--- src/rtl/enc_32_to_1_if.sv ---
// Bus bundle for the 32-way registered word selector: 32 candidate words,
// the 5-bit select index and the registered selected word.
interface enc_32_to_1_if #(
    parameter int unsigned DATA_WIDTH = 32
);
    logic [DATA_WIDTH-1:0] mux_input_0,  mux_input_1,  mux_input_2,  mux_input_3;
    logic [DATA_WIDTH-1:0] mux_input_4,  mux_input_5,  mux_input_6,  mux_input_7;
    logic [DATA_WIDTH-1:0] mux_input_8,  mux_input_9,  mux_input_10, mux_input_11;
    logic [DATA_WIDTH-1:0] mux_input_12, mux_input_13, mux_input_14, mux_input_15;
    logic [DATA_WIDTH-1:0] mux_input_16, mux_input_17, mux_input_18, mux_input_19;
    logic [DATA_WIDTH-1:0] mux_input_20, mux_input_21, mux_input_22, mux_input_23;
    logic [DATA_WIDTH-1:0] mux_input_24, mux_input_25, mux_input_26, mux_input_27;
    logic [DATA_WIDTH-1:0] mux_input_28, mux_input_29, mux_input_30, mux_input_31;
    logic [4:0]            mux_sel;
    logic [DATA_WIDTH-1:0] mux_out;

    modport master (
        output mux_input_0,  mux_input_1,  mux_input_2,  mux_input_3,
               mux_input_4,  mux_input_5,  mux_input_6,  mux_input_7,
               mux_input_8,  mux_input_9,  mux_input_10, mux_input_11,
               mux_input_12, mux_input_13, mux_input_14, mux_input_15,
               mux_input_16, mux_input_17, mux_input_18, mux_input_19,
               mux_input_20, mux_input_21, mux_input_22, mux_input_23,
               mux_input_24, mux_input_25, mux_input_26, mux_input_27,
               mux_input_28, mux_input_29, mux_input_30, mux_input_31,
               mux_sel,
        input  mux_out
    );

    modport slave (
        input  mux_input_0,  mux_input_1,  mux_input_2,  mux_input_3,
               mux_input_4,  mux_input_5,  mux_input_6,  mux_input_7,
               mux_input_8,  mux_input_9,  mux_input_10, mux_input_11,
               mux_input_12, mux_input_13, mux_input_14, mux_input_15,
               mux_input_16, mux_input_17, mux_input_18, mux_input_19,
               mux_input_20, mux_input_21, mux_input_22, mux_input_23,
               mux_input_24, mux_input_25, mux_input_26, mux_input_27,
               mux_input_28, mux_input_29, mux_input_30, mux_input_31,
               mux_sel,
        output mux_out
    );
endinterface

--- src/rtl/enc_32_to_1.sv ---
// Registered 32-way word selector: MiniSRC bus source mux, selected word
// appears on mux_out one clock after it is presented.
module enc_32_to_1 #(
    parameter int unsigned DATA_WIDTH = 32
) (
    input  logic         clk,
    input  logic         clr,
    enc_32_to_1_if.slave bus
);
    logic [DATA_WIDTH-1:0] sel_word;

    always_comb begin
        sel_word = '0;
        case (bus.mux_sel)
            5'd0:  sel_word = bus.mux_input_0;
            5'd1:  sel_word = bus.mux_input_1;
            5'd2:  sel_word = bus.mux_input_2;
            5'd3:  sel_word = bus.mux_input_3;
            5'd4:  sel_word = bus.mux_input_4;
            5'd5:  sel_word = bus.mux_input_5;
            5'd6:  sel_word = bus.mux_input_6;
            5'd7:  sel_word = bus.mux_input_7;
            5'd8:  sel_word = bus.mux_input_8;
            5'd9:  sel_word = bus.mux_input_9;
            5'd10: sel_word = bus.mux_input_10;
            5'd11: sel_word = bus.mux_input_11;
            5'd12: sel_word = bus.mux_input_12;
            5'd13: sel_word = bus.mux_input_13;
            5'd14: sel_word = bus.mux_input_14;
            5'd15: sel_word = bus.mux_input_15;
            5'd16: sel_word = bus.mux_input_16;
            5'd17: sel_word = bus.mux_input_17;
            5'd18: sel_word = bus.mux_input_18;
            5'd19: sel_word = bus.mux_input_19;
            5'd20: sel_word = bus.mux_input_20;
            5'd21: sel_word = bus.mux_input_21;
            5'd22: sel_word = bus.mux_input_22;
            5'd23: sel_word = bus.mux_input_23;
            5'd24: sel_word = bus.mux_input_24;
            5'd25: sel_word = bus.mux_input_25;
            5'd26: sel_word = bus.mux_input_26;
            5'd27: sel_word = bus.mux_input_27;
            5'd28: sel_word = bus.mux_input_28;
            5'd29: sel_word = bus.mux_input_29;
            5'd30: sel_word = bus.mux_input_30;
            5'd31: sel_word = bus.mux_input_31;
            // Only reachable with an X/Z select; forces a clean zero
            default: sel_word = '0;
        endcase
    end

    always_ff @(posedge clk or posedge clr) begin
        if (clr) begin
            bus.mux_out <= '0;
        end else begin
            bus.mux_out <= sel_word;
        end
    end
endmodule

--- src/flat_wrapper.sv ---
// flat-port wrapper written by rule: the top's interface ports become plain ports
module enc_32_to_1_flat 
#(
    parameter int unsigned DATA_WIDTH = 32
)
  (clk, clr, bus_mux_input_0, bus_mux_input_1, bus_mux_input_2, bus_mux_input_3, bus_mux_input_4, bus_mux_input_5, bus_mux_input_6, bus_mux_input_7, bus_mux_input_8, bus_mux_input_9, bus_mux_input_10, bus_mux_input_11, bus_mux_input_12, bus_mux_input_13, bus_mux_input_14, bus_mux_input_15, bus_mux_input_16, bus_mux_input_17, bus_mux_input_18, bus_mux_input_19, bus_mux_input_20, bus_mux_input_21, bus_mux_input_22, bus_mux_input_23, bus_mux_input_24, bus_mux_input_25, bus_mux_input_26, bus_mux_input_27, bus_mux_input_28, bus_mux_input_29, bus_mux_input_30, bus_mux_input_31, bus_mux_sel, bus_mux_out);
  enc_32_to_1_if #(.DATA_WIDTH(DATA_WIDTH)) bus_i ();
  input  logic clk;
  input  logic clr;
  input wire logic [$bits(bus_i.mux_input_0)-1:0] bus_mux_input_0;
  input wire logic [$bits(bus_i.mux_input_1)-1:0] bus_mux_input_1;
  input wire logic [$bits(bus_i.mux_input_2)-1:0] bus_mux_input_2;
  input wire logic [$bits(bus_i.mux_input_3)-1:0] bus_mux_input_3;
  input wire logic [$bits(bus_i.mux_input_4)-1:0] bus_mux_input_4;
  input wire logic [$bits(bus_i.mux_input_5)-1:0] bus_mux_input_5;
  input wire logic [$bits(bus_i.mux_input_6)-1:0] bus_mux_input_6;
  input wire logic [$bits(bus_i.mux_input_7)-1:0] bus_mux_input_7;
  input wire logic [$bits(bus_i.mux_input_8)-1:0] bus_mux_input_8;
  input wire logic [$bits(bus_i.mux_input_9)-1:0] bus_mux_input_9;
  input wire logic [$bits(bus_i.mux_input_10)-1:0] bus_mux_input_10;
  input wire logic [$bits(bus_i.mux_input_11)-1:0] bus_mux_input_11;
  input wire logic [$bits(bus_i.mux_input_12)-1:0] bus_mux_input_12;
  input wire logic [$bits(bus_i.mux_input_13)-1:0] bus_mux_input_13;
  input wire logic [$bits(bus_i.mux_input_14)-1:0] bus_mux_input_14;
  input wire logic [$bits(bus_i.mux_input_15)-1:0] bus_mux_input_15;
  input wire logic [$bits(bus_i.mux_input_16)-1:0] bus_mux_input_16;
  input wire logic [$bits(bus_i.mux_input_17)-1:0] bus_mux_input_17;
  input wire logic [$bits(bus_i.mux_input_18)-1:0] bus_mux_input_18;
  input wire logic [$bits(bus_i.mux_input_19)-1:0] bus_mux_input_19;
  input wire logic [$bits(bus_i.mux_input_20)-1:0] bus_mux_input_20;
  input wire logic [$bits(bus_i.mux_input_21)-1:0] bus_mux_input_21;
  input wire logic [$bits(bus_i.mux_input_22)-1:0] bus_mux_input_22;
  input wire logic [$bits(bus_i.mux_input_23)-1:0] bus_mux_input_23;
  input wire logic [$bits(bus_i.mux_input_24)-1:0] bus_mux_input_24;
  input wire logic [$bits(bus_i.mux_input_25)-1:0] bus_mux_input_25;
  input wire logic [$bits(bus_i.mux_input_26)-1:0] bus_mux_input_26;
  input wire logic [$bits(bus_i.mux_input_27)-1:0] bus_mux_input_27;
  input wire logic [$bits(bus_i.mux_input_28)-1:0] bus_mux_input_28;
  input wire logic [$bits(bus_i.mux_input_29)-1:0] bus_mux_input_29;
  input wire logic [$bits(bus_i.mux_input_30)-1:0] bus_mux_input_30;
  input wire logic [$bits(bus_i.mux_input_31)-1:0] bus_mux_input_31;
  input wire logic [$bits(bus_i.mux_sel)-1:0] bus_mux_sel;
  output wire logic [$bits(bus_i.mux_out)-1:0] bus_mux_out;
  assign bus_i.mux_input_0 = bus_mux_input_0;
  assign bus_i.mux_input_1 = bus_mux_input_1;
  assign bus_i.mux_input_2 = bus_mux_input_2;
  assign bus_i.mux_input_3 = bus_mux_input_3;
  assign bus_i.mux_input_4 = bus_mux_input_4;
  assign bus_i.mux_input_5 = bus_mux_input_5;
  assign bus_i.mux_input_6 = bus_mux_input_6;
  assign bus_i.mux_input_7 = bus_mux_input_7;
  assign bus_i.mux_input_8 = bus_mux_input_8;
  assign bus_i.mux_input_9 = bus_mux_input_9;
  assign bus_i.mux_input_10 = bus_mux_input_10;
  assign bus_i.mux_input_11 = bus_mux_input_11;
  assign bus_i.mux_input_12 = bus_mux_input_12;
  assign bus_i.mux_input_13 = bus_mux_input_13;
  assign bus_i.mux_input_14 = bus_mux_input_14;
  assign bus_i.mux_input_15 = bus_mux_input_15;
  assign bus_i.mux_input_16 = bus_mux_input_16;
  assign bus_i.mux_input_17 = bus_mux_input_17;
  assign bus_i.mux_input_18 = bus_mux_input_18;
  assign bus_i.mux_input_19 = bus_mux_input_19;
  assign bus_i.mux_input_20 = bus_mux_input_20;
  assign bus_i.mux_input_21 = bus_mux_input_21;
  assign bus_i.mux_input_22 = bus_mux_input_22;
  assign bus_i.mux_input_23 = bus_mux_input_23;
  assign bus_i.mux_input_24 = bus_mux_input_24;
  assign bus_i.mux_input_25 = bus_mux_input_25;
  assign bus_i.mux_input_26 = bus_mux_input_26;
  assign bus_i.mux_input_27 = bus_mux_input_27;
  assign bus_i.mux_input_28 = bus_mux_input_28;
  assign bus_i.mux_input_29 = bus_mux_input_29;
  assign bus_i.mux_input_30 = bus_mux_input_30;
  assign bus_i.mux_input_31 = bus_mux_input_31;
  assign bus_i.mux_sel = bus_mux_sel;
  assign bus_mux_out = bus_i.mux_out;
  enc_32_to_1 #(.DATA_WIDTH(DATA_WIDTH)) u_core (.clk(clk), .clr(clr), .bus(bus_i));
endmodule
--- config.mk ---
export PLATFORM = sky130hd
export DESIGN_NAME = enc_32_to_1_flat
export DESIGN_NICKNAME = d
export VERILOG_FILES = /design/src/rtl/enc_32_to_1_if.sv /design/src/rtl/enc_32_to_1.sv /design/src/flat_wrapper.sv
export SDC_FILE = /design/constraint.sdc
export NUM_CORES = 1
export LEC_CHECK = 0
export CORE_AREA = 2 2 413 415
export CTS_CLUSTER_DIAMETER = 50
export DETAILED_ROUTE_END_ITERATION = 16
export DIE_AREA = 0 0 415 417
export PLACE_DENSITY = 0.3
export SLEW_MARGIN = 10
export SYNTH_ARGS = -nofsm -noshare
export SYNTH_HDL_FRONTEND = slang
export SYNTH_SLANG_ARGS = --single-unit
--- constraint.sdc ---
create_clock -name clk -period 0.97 [get_ports clk]
set_clock_uncertainty 0.05 [all_clocks]
set_input_delay 0.097 -clock clk [delete_from_list [all_inputs] [get_ports clk]]
set_output_delay 0.097 -clock clk [all_outputs]
set_load 0.005 [all_outputs]
After elaboration in Yosys (flattened, before gate mapping)
Cells that the tools add are included.

storage, ports and cells
  bits in registers = 32
  input port bits = 1031
  output and inout port bits = 32
  logic and storage cells = 34

cells by class
  equality and inequality tests = 31
  multiplexer cells = 1
  reductions and logical operators = 1

operators by type and width
  operator              number
  $pmux W32 S32         1
  $eq A5 B5 Y1 const B  16
  $eq A5 B4 Y1 const B  8
  $eq A5 B3 Y1 const B  4
  $eq A5 B2 Y1 const B  2
  $eq A5 B1 Y1 const B  1
  $logic_not A5 Y1      1

Logic depth before layout (Yosys ltp)
  depth after elaboration = 2
  mapped depth = 10
  depth with buffers taken out = 6

Least setup slack after synthesis
OpenSTA, ideal clock, no wires.

  kind = in2reg
  start = input bus_mux_sel[4]
  end = register u_core.bus.mux_out[15]
  library setup time = 125 ps
  arrival time = 1516 ps
  required time = 795 ps
  slack = -721 ps
  stages = 8
  buffers on the path = 3
  cell sequence = buf_2 buf_2 buf_2 mux2_2 a21oi_1 nand4_1 nor4_1 nor2_1

on the way
  word-level cells in the longest chain between the ends = 2
  elaborated cells on any way between the ends = 33
  those cells by class = 31 x eq/ne; 1 x mux; 1 x reduce/logical

RTL lines
  element                               RTL line              source
  start: declaration                    flat_wrapper.sv:42    input wire logic [$bits(bus_i.mux_sel)-1:0] bus_mux_sel;
  $eq A5 B5 Y1 (tied with other cells)  enc_32_to_1.sv:14     case (bus.mux_sel)
  $pmux W32 S32 (*)                     enc_32_to_1.sv:14
  named net u_core.sel_word[15]         enc_32_to_1.sv:10     logic [DATA_WIDTH-1:0] sel_word;
  end signal: assignment                enc_32_to_1.sv:56     bus.mux_out <= sel_word;
  end: declaration                      enc_32_to_1_if.sv:40  output mux_out

The timed path passes the listed nets; every way through them passes the cells marked *.

Final worst setup path
  start = input bus_mux_sel[0]
  end = register u_core.bus.mux_out[14]

Same word-level chain as after synthesis.

==> flow_summary.toml <==
[drt]
drc = 0
first_iter_violations = 1432
avgRoutedWirePerCell_um = 38.2
drtPass1Iterations = 7
drt_wl_total_mm = 177
vias = 16713
postRouteAntennaNets = 0
viasPerCell = 3.60

[power_and_ir_drop]
fin_total_pwr_uw = 14400
p_sw_share_pct = 39.0
power_density_mw_per_mm2 = 546
p_seq_share_pct = 12.2
internal_power_uw = 8790
comb_power_share_pct = 72.7
pwr-share-clk_pct = 15.1
p_switching_uw = 5620
ir_drop_mv = 0.652
power_leakage_uw = 0.00927

[layout]
final_util_pct = 15.7
multiInputGateArea_mm2 = 0.00735
fin_nets = 3426
largest_register_ffs = 32
top_register = "u_core.bus.mux_out"
top_regs = "u_core.bus.mux_out x32"
drive_gt1_share_pct = 28.1
nFillCells = 19127
final-seq-area_um2 = 802
area_growth_pct = 250

[synthesis]
synth-compound-area-share_pct = 50.3
synth_top_family_by_area = "compound AO/OA/AOI/OAI gates"
synth_edf_count = 0
synthArstFlopShare_pct = 100
synthSimpleGateAreaFrac_pct = 21.0
ys.flop_type = "dfrtp_1"
synth_mux_area_share_pct = 10.0
synthCells = 1039
yosysWarnings = 0
yosysUniqueCellTypes = 55
synth_adder_area_share_pct = 0
syn_avg_cell_area_um2 = 7.26
syn-num-nets = 2070
netlist_area_mm2 = 0.00755
ys_seq_area_share_pct = 10.6
ys_ff_latch = 32
synth-xor-area-share_pct = 0

[critical_path]
end_kind = "register"
worst-path-max-fanout = 5
critPathMostFrequentCell = "buf_4"
startpoint_type = "primary input"
cp-startpoint = "bus_mux_sel[0]"
path_class = "primary input to register"
cp_data_arrival_time_ns = 2.21
cp.required_ns = 1.17
cp_slowest_stage_delay_ns = 0.68
critPathSlowestCell = "a222oi_1"
cp_cell_sequence = "buf_12 -> or3b_4 -> nor2_4 -> a222oi_1 -> buf_4 -> nand4_1 -> buf_4 -> nor4_4 -> buf_4 -> nor2_2"

[run_status]
violations = "negative setup slack"
run_status = "complete, but fails checks"

[timing]
drv_slew = 0
fin_ws_ns = -1.04
slew_headroom_pct = 28.3
finalHoldViolCount = 0
rsz0062_at_grt = "yes"
tightest_slew_ns = 1.07
holdWs_ns = 0.0498
fin_crit_ns = 2.01
setup_viol = 64
fin_crit_sh_pct = 208
fmax_ghz = 0.497

[floorplanning]
start_util_pct = 4.48
placementRows = 151
fp.dieArea_mm2 = 0.173
die_w_um = 415
core_area_mm2 = 0.169
io_pins = 1063
die_height_um = 417

[grt]
grt_pass1_vias = 17346
grt_pass1_wl_mm = 216
grt_use_total_pct = 19.6
grt_remaining_overflow = 0
grt_max_degree = 25
antenna_found_initial = 157

[job]
cap_violations = 0

[clocking]
h-tree-depth = 2
clock_path_buffers = 2
clockRootBuffer = "clkbuf_16"
clk_pin_slew_worst_paths_ns = 0.08
numCtsBuffers = 5
cts_tree = "built"
cts.sinks = 32

[worst_hold_path]
worstHoldPathType = "primary input to async pin"

[placement]
hpwl_mm = 159
place_congestion = 0.875
preCtsSetupSlack_ns = -2.06
io_buffers = 1062
[through the flow]
stage | cells | cell area [µm²] | setup TNS, ns
after floorplan | 1039 | 7760 | -19.03
after global placement | 4529 | 24000 | -52.95
final | 4639 | 26400 | -28.44
after detailed placement | 4529 | 24000 | -52.80
after global routing | 4628 | 26400 | -30.87
after CTS | 4596 | 25700 | -30.22
[final timing paths]
check | slack, ns | end
setup / recovery | -1.04 | u_core.bus.mux_out[14]
hold / removal | 0.05 | u_core.bus.mux_out[12]
min in group clk | 0.27 | u_core.bus.mux_out[25]
max in group asynchronous | 0.59 | u_core.bus.mux_out[31]
[critical path: cells and delay by family]
| kind | cells | cell delay, ns |
|---|---|---|
| buffers and inverters | 4 | 0.69 |
| AND/OR/NAND/NOR | 5 | 0.74 |
| AO/OA/AOI/OAI | 1 | 0.68 |
[layout by cell type (no fill, tap or decap), types with 6 or more instances in the layout]
master	count
a21oi_1	33
a222oi_1	48
a22o_1	31
a22oi_1	222
a22oi_2	71
a31oi_1	7
a32oi_1	8
buf_12	97
buf_2	9
buf_4	258
buf_6	65
buf_8	11
clkdlybuf4s50_1	1022
dfrtp_1	31
diode_2	25
mux2_2	29
mux2i_1	41
nand2_1	23
nand2_2	6
nand4_1	79
nor2_1	93
nor2_4	16
nor3_4	8
nor4_2	14
nor4_4	7
o21ai_0	9
o21ai_1	13
o21ai_2	10
[synth_stat cells, drive strengths merged (4+ instances only)]
library cell	n	area share [%]
a31oi	10	0.83
o21ai	32	2.1
and3	10	0.90
nor4	25	2.1
dfrtp	32	11
nor3	15	1.3
inv	6	0.30
buf	72	5.2
mux2i	42	5.6
a32oi	8	0.93
a221oi	11	1.3
mux2	30	4.5
o22ai	7	0.58
nand2	32	1.6
a2111oi	6	0.70
nor2	112	5.8
a211oi	5	0.50
nand4	79	6.5
a22oi	293	29
nand3	5	0.33
nand2b	5	0.45
clkbuf	50	2.5
nand3b	6	0.65
a21oi	38	2.5
a22o	31	3.6
nor2b	4	0.33
a222oi	48	6.4
[routing by layer]
metal | vias to the layer above | GRT usage (%) | routed length [µm] | part of all wire, %
li1 | 7171 | - | - | -
met1 | 8262 | 23.6 | 73300 | 41
met2 | 854 | 34.5 | 86900 | 49
met3 | 314 | 6.17 | 12900 | 7.2
met4 | 112 | 2.95 | 3630 | 2.0
met5 | - | 0 | 739 | 0.42
[power groups by stage]
stage                     Clock [µW]  Combinational, µW  Sequential, µW
after floorplan                    0               1640            1700
after global placement             0               9820            1770
after detailed placement           0               9750            1760
after CTS                       2390              10400            1760
after global routing            2350              10900            1780
final                           2180              10500            1760
[final cells by class]
class                      instances  share of cell area, %
timing repair buffer            1470                   57.7
multi-input combinational        880                   27.9
tap                             2218                   10.5
sequential                        32                   3.04
clock buffer                       8                  0.555
antenna                           25                  0.237
inverter                           6                 0.0854
[cells by family after synthesis]
| group | after synthesis |
|---|---|
| AO/OA/AOI/OAI | 503 |
| flip-flops | 32 |
| multiplexers | 72 |
| AND/OR/NAND/NOR | 304 |
| buffers and inverters | 128 |
[what timing repair did]
| action | CTS | global route |
|---|---|---|
| pin swaps | 107 | 91 |
| hold buffers | 0 | 0 |
| buffers inserted | 60 | 25 |
| setup endpoints to repair | 64 | 64 |
| gates resized for setup | 320 | 90 |
| cloned | 6 | 0 |
(Power assumes the default switching activity.)
